### src/rtl/count_cap_pkg.sv
// Shared types and constants for the count capture unit.
// Counter width, wrap value, timestamp word layout and pointer sizing.
package count_cap_pkg;

    localparam int CNT_W = 4;
    localparam logic [CNT_W-1:0] CNT_MAX = 4'hF;
    localparam int EXT_W_DEF = 4;

    typedef struct packed {
        logic [EXT_W_DEF-1:0] ext;
        logic [CNT_W-1:0]     cnt;
    } cap_word_t;

    function automatic int ptr_w(input int depth);
        return (depth > 1) ? $clog2(depth) : 1;
    endfunction

endpackage

### src/rtl/cap_fifo.sv
// First-word-fall-through FIFO for timestamp words.
// Pointers carry an extra MSB to tell full from empty.
module cap_fifo
    import count_cap_pkg::*;
#(
    parameter int W     = 8,
    parameter int DEPTH = 4
) (
    input  logic         clk,
    input  logic         rst,
    input  logic         push_i,
    input  logic         pop_i,
    input  logic [W-1:0] data_i,
    output logic [W-1:0] data_o,
    output logic         full_o,
    output logic         empty_o
);

    localparam int AW = ptr_w(DEPTH);

    logic [W-1:0]  mem_q [DEPTH];
    logic [AW:0]   wr_q, wr_d;
    logic [AW:0]   rd_q, rd_d;
    logic [W-1:0]  hold_q, hold_d;
    logic          wr_en, rd_en;

    assign empty_o = (wr_q == rd_q);
    assign full_o  = (wr_q[AW] != rd_q[AW]) &&
                     (wr_q[AW-1:0] == rd_q[AW-1:0]);

    // A pop frees a slot, so a push into a full FIFO is fine alongside it
    assign rd_en = pop_i && !empty_o;
    assign wr_en = push_i && (!full_o || rd_en);

    // Pointer advance and last-popped word kept for the empty output
    always_comb begin
        wr_d   = wr_q + {{AW{1'b0}}, wr_en};
        rd_d   = rd_q + {{AW{1'b0}}, rd_en};
        hold_d = rd_en ? mem_q[rd_q[AW-1:0]] : hold_q;
    end

    // Pointer and hold registers
    always_ff @(posedge clk) begin
        if (rst) begin
            wr_q   <= '0;
            rd_q   <= '0;
            hold_q <= '0;
        end else begin
            wr_q   <= wr_d;
            rd_q   <= rd_d;
            hold_q <= hold_d;
        end
    end

    // Storage array write
    always_ff @(posedge clk) begin
        if (wr_en) mem_q[wr_q[AW-1:0]] <= data_i;
    end

    assign data_o = empty_o ? hold_q : mem_q[rd_q[AW-1:0]];

endmodule

### src/rtl/count_capture_unit.sv
// Extends the 4-bit counter with a wrap count and timestamps captures.
// COUNT_CAP_SYNC_EN: synchronise capture_req and capture on its rising edge.
module count_capture_unit
    import count_cap_pkg::*;
#(
    parameter int EXT_W = 4,
    parameter int DEPTH = 4
) (
    input  logic                   clk,
    input  logic                   rst,
    input  logic [CNT_W-1:0]       count_in,
    input  logic                   capture_req,
    input  logic                   out_ready,
    input  logic                   ovr_clr,
    output logic                   out_valid,
    output logic [EXT_W+CNT_W-1:0] out_data,
    output logic                   wrap_pulse,
    output logic [EXT_W-1:0]       ext_cnt,
    output logic                   overrun
);

    localparam int W = EXT_W + CNT_W;

    logic [CNT_W-1:0] prev_q;
    logic [EXT_W-1:0] ext_q, ext_d;
    logic             wrap_q;
    logic             ovr_q, ovr_d;
    logic             wrap, cap_ev, pop, drop;
    logic             full, empty;
    logic [W-1:0]     word;

`ifdef COUNT_CAP_SYNC_EN
    logic [2:0] sync_q;

    // Two-flop synchroniser plus one flop for rising-edge detection
    always_ff @(posedge clk) begin
        if (rst) sync_q <= '0;
        else     sync_q <= {sync_q[1:0], capture_req};
    end

    assign cap_ev = sync_q[1] & ~sync_q[2];
`else
    assign cap_ev = capture_req;
`endif

    // Only F->0 is a wrap; other drops are counter resets
    assign wrap  = (prev_q == CNT_MAX) && (count_in == '0);
    assign ext_d = wrap ? ext_q + {{(EXT_W-1){1'b0}}, 1'b1} : ext_q;
    assign word  = {ext_d, count_in};

    assign out_valid = !empty;
    assign pop       = out_valid && out_ready;
    assign drop      = cap_ev && full && !pop;
    assign ovr_d     = drop ? 1'b1 : (ovr_clr ? 1'b0 : ovr_q);

    // Counter history, extension, wrap pulse and sticky overrun
    always_ff @(posedge clk) begin
        if (rst) begin
            prev_q <= '0;
            ext_q  <= '0;
            wrap_q <= 1'b0;
            ovr_q  <= 1'b0;
        end else begin
            prev_q <= count_in;
            ext_q  <= ext_d;
            wrap_q <= wrap;
            ovr_q  <= ovr_d;
        end
    end

    cap_fifo #(
        .W     (W),
        .DEPTH (DEPTH)
    ) u_fifo (
        .clk     (clk),
        .rst     (rst),
        .push_i  (cap_ev),
        .pop_i   (pop),
        .data_i  (word),
        .data_o  (out_data),
        .full_o  (full),
        .empty_o (empty)
    );

    assign wrap_pulse = wrap_q;
    assign ext_cnt    = ext_q;
    assign overrun    = ovr_q;

endmodule

### config.mk
export PLATFORM = sky130hd
export DESIGN_NAME = count_capture_unit
export DESIGN_NICKNAME = d
export VERILOG_FILES = /design/src/rtl/count_cap_pkg.sv /design/src/rtl/cap_fifo.sv /design/src/rtl/count_capture_unit.sv
export SDC_FILE = /design/constraint.sdc
export NUM_CORES = 1
export LEC_CHECK = 0
export BUFFER_PORTS_ARGS = -buffer_cell sky130_fd_sc_hd__buf_4
export CAP_MARGIN = 0
export CORE_UTILIZATION = 39
export DETAILED_ROUTE_END_ITERATION = 8
export GPL_TIMING_DRIVEN = 0
export SETUP_SLACK_MARGIN = 0.4
export SYNTH_ARGS = -nofsm -noshare
export SYNTH_HDL_FRONTEND = slang
export SYNTH_SLANG_ARGS = --single-unit
export TNS_END_PERCENT = 5
### constraint.sdc
create_clock -name clk -period 3.45 [get_ports clk]
set_input_delay 0.1725 -clock clk [delete_from_list [all_inputs] [get_ports clk]]
set_output_delay 0.1725 -clock clk [all_outputs]
set_load 0.05 [all_outputs]
==> flow_summary.yaml <==
cells_and_area:
  antenna_cells: 0
  final_layout_size_suffix_gt1_share_pct: 25.41
  fillers: 501
  final-seq-area_um2: 1441
  area_growth_pct: 15.59
  nNetsFinal: 194
  mostFrequentLayoutCells: "32 x sky130_fd_sc_hd__edfxtp_1, 24 x sky130_fd_sc_hd__dfxtp_1, 22 x sky130_fd_sc_hd__buf_4, 14 x sky130_fd_sc_hd__nor2b_1"
  post-route-cell-area_um2: 2625
  layout.cells.most_common: "sky130_fd_sc_hd__edfxtp_1"
  footprint_of_the_multi_input_gates_um2: 767.0
floorplanning:
  coreArea_um2: 5574
  fp.dieW_um: 78.31
  die_area_um2: 6132
  pin_count: 24
  initial_core_util_pct: 40.74
  row_count: 27
  die_height_um: 78.31
setup_path:
  timing.critical_path.fanout_max: 10
  critical_path.startpoint_type: "flop"
  critical_path_arrival_ns: 2.17
  setup.reg_to_reg.worst_slack_ns: 1.17
  required_ns: 3.28
  critPathKind: "flop to output port"
  worstSetupEndpointType: "output port"
grt:
  pin_count_of_the_biggest_net_entering_global_routing: 20
  grt_first_pass_wirelength_mm: 6.637
  grt_pass1_vias: 1317
  grt_antenna_before_repair: 0
  grt_use_total_pct: 14.86
  grt_overflow_total: 0
cts:
  clk_latency_ns: 0.31
  cts-hold-fix-buffers: 0
  tritoncts_num_sinks: 56
  post-cts-setup-buffer-count: 0
  path_clk_slew_ns: 0.10
  cts_root_buf: "sky130_fd_sc_hd__clkbuf_8"
  cts_max_path_buffers: 2
  h-tree-depth: 2
  cts_tree: "done"
  post_cts_gate_resize_count: 0
  total_cts_buffers: 5
placed_design:
  place.port_buffers: 22
  placedInstanceArea_um2: 2526
  dp_hpwl_mm: 2.802
  globalplace.congestion: 0.6894
detailed_routing:
  drt-total-wl_mm: 4.006
  drt_iter0_drc: 34
  route.antenna.remaining_nets: 0
  first_pass_iters: 4
  routed_wirelength_normalized_by_instance_count_um: 15.83
  detail_route.drc_violations: 0
  detailroute.via_count: 1291
  vias_per_cell: 5.103
sta:
  fmax_mhz: 427.7
  final-hold-violation-count: 0
  slew-limit-headroom_pct: 50.39
  timing.setup.tns_ns: 0
  clock_skew_ns: 0.003992
  final-setup-viol-count: 0
  grt_setup_unrepaired: "no"
  final-max-slew-violation-count: 0
  timing_worst_slew_pin_value_ns: 0.7409
  final.min_clock_period_ns: 2.338
  finalCritPeriodShare_pct: 67.78
outcome:
  outcome: "complete, no violations"
yosys:
  ys_warn_count: 0
  synthesis.nets: 165
  synthDominantCellAreaShare_pct: 42.31
  synth-seq-area-share_pct: 63.47
  number_of_enable_flip_flop_cells_after_synthesis: 32
  synth.area.top_cells: "sky130_fd_sc_hd__edfxtp_1 42%, sky130_fd_sc_hd__dfxtp_1 21%, sky130_fd_sc_hd__mux4_1 9.3%, sky130_fd_sc_hd__mux2_2 4.0%, sky130_fd_sc_hd__nor2b_1 3.9%"
  synth_seq_cells: 56
  postSynthAreaPerCell_um2: 15.04
  postSynth.asyncResetShare_pct: 0
  synth_flop_cell: "sky130_fd_sc_hd__edfxtp_1"
  synth_cell_area_um2: 2271
  area_leader_netlist: "sky130_fd_sc_hd__edfxtp_1"
  yosysUniqueCellTypes: 27
  netlist_instances: 151
power:
  power_density_nw_per_um2: 623.1
  power.leakage_uw: 0.001019
  irDropWorstVdd_uv: 298.3
min_path:
  hp-class: "primary input to flop"
flow_run:
  max_cap_viols: 0
==> synth_stat cells (2+ instances only) <==
| library cell | instances |
|---|---|
| sky130_fd_sc_hd__nor2b_1 | 14 |
| sky130_fd_sc_hd__nand2_1 | 8 |
| sky130_fd_sc_hd__mux2_2 | 8 |
| sky130_fd_sc_hd__a21oi_1 | 9 |
| sky130_fd_sc_hd__and3b_1 | 2 |
| sky130_fd_sc_hd__xor2_1 | 6 |
| sky130_fd_sc_hd__mux4_1 | 8 |
| sky130_fd_sc_hd__nor2_1 | 4 |
| sky130_fd_sc_hd__xnor2_1 | 2 |
| sky130_fd_sc_hd__buf_6 | 3 |
| sky130_fd_sc_hd__inv_1 | 2 |
| sky130_fd_sc_hd__nor3_1 | 3 |
| sky130_fd_sc_hd__edfxtp_1 | 32 |
| sky130_fd_sc_hd__nand3_1 | 9 |
| sky130_fd_sc_hd__dfxtp_1 | 24 |
| sky130_fd_sc_hd__ha_1 | 5 |
| sky130_fd_sc_hd__clkbuf_1 | 2 |
==> final cells by class <==
type | count | share of cell area, %
clock inverters | 3 | 0.9533
plain buffers | 7 | 2.288
multi-input cells | 86 | 29.22
well taps | 72 | 3.432
flip-flops and latches | 56 | 54.91
clock buffers | 5 | 2.622
inverters | 2 | 0.2860
repair buffers | 22 | 6.292
==> worst max-delay path, stage by stage, from the launching register on <==
cell and delay (ns):
sky130_fd_sc_hd__dfxtp_1 0.33, sky130_fd_sc_hd__buf_6 0.14, sky130_fd_sc_hd__xor2_1 0.20, sky130_fd_sc_hd__or3_1 0.41
sky130_fd_sc_hd__buf_6 0.15, sky130_fd_sc_hd__buf_8 0.14, sky130_fd_sc_hd__mux2_4 0.29, sky130_fd_sc_hd__buf_4 0.19
==> per-stage QoR <==
stage	worst slack, ns	power, uW	cells	hold WS, ns	util, %
3_3_place_gp	0.7484	1280	245	0.3791	45.32
6_report	1.112	1636	253	0.05779	47.09
4_1_cts	0.6904	1656	253	0.05173	47.00
5_1_grt	0.9826	1721	253	0.04717	47.09
3_5_place_dp	0.6967	1293	245	0.3910	45.32
2_1_floorplan	1.364	1165	151	0.2441	-
==> logic make-up (layout without fill, tap and decap cells) <==
kind of cell | count (synthesis) | after routing | share of synthesized area (%)
muxes | 17 | 17 | 13.88
and+or+nand+nor | 46 | 46 | 11.29
buffers and inverters | 9 | 39 | 2.975
DFF | 56 | 56 | 63.47
xor gates and xnor gates | 8 | 8 | 3.086
adders and majority gates | 5 | 5 | 2.755
AOI/OAI and AO/OA | 10 | 10 | 2.534
==> state kept, by name, summed over array words and instances (netlist names) <==
register       flops
ext_cnt            4
overrun            1
prev_q             4
u_fifo.hold_q      8
u_fifo.mem_q      32
u_fifo.rd_q        3
u_fifo.wr_q        3
wrap_pulse         1
==> per-layer routing <==
metal	wire length, um	global-route usage [%]	vias to the layer above
met4	72	6.852	0
met2	2050	25.61	27
met1	1755	17.88	640
met5	0	0	-
li1	-	-	617
met3	128	2.907	7
==> worst paths after layout <==
path,from,to,cells after the start
worst max-delay path,u_fifo.rd_q[1]$_SDFF_PP0_,out_data[6],7
worst min-delay path,rst,prev_q[3]$_SDFF_PP0_,2
worst max register to register,u_fifo.rd_q[0]$_SDFF_PP0_,u_fifo.mem_q[0][5]$_DFFE_PP_,5
worst min register to register,u_fifo.hold_q[5]$_SDFFE_PP0N_,u_fifo.hold_q[5]$_SDFFE_PP0N_,2
==> where the power goes <==
part | switching, uW | internal, uW | leakage, uW | total, uW
Sequential | 17.5 | 744 | 0.000501 | 761
Combinational | 309 | 205 | 0.000473 | 514
Clock | 212 | 148 | 0.0000452 | 361
No activity file was read; power rests on OpenSTA's default activity.
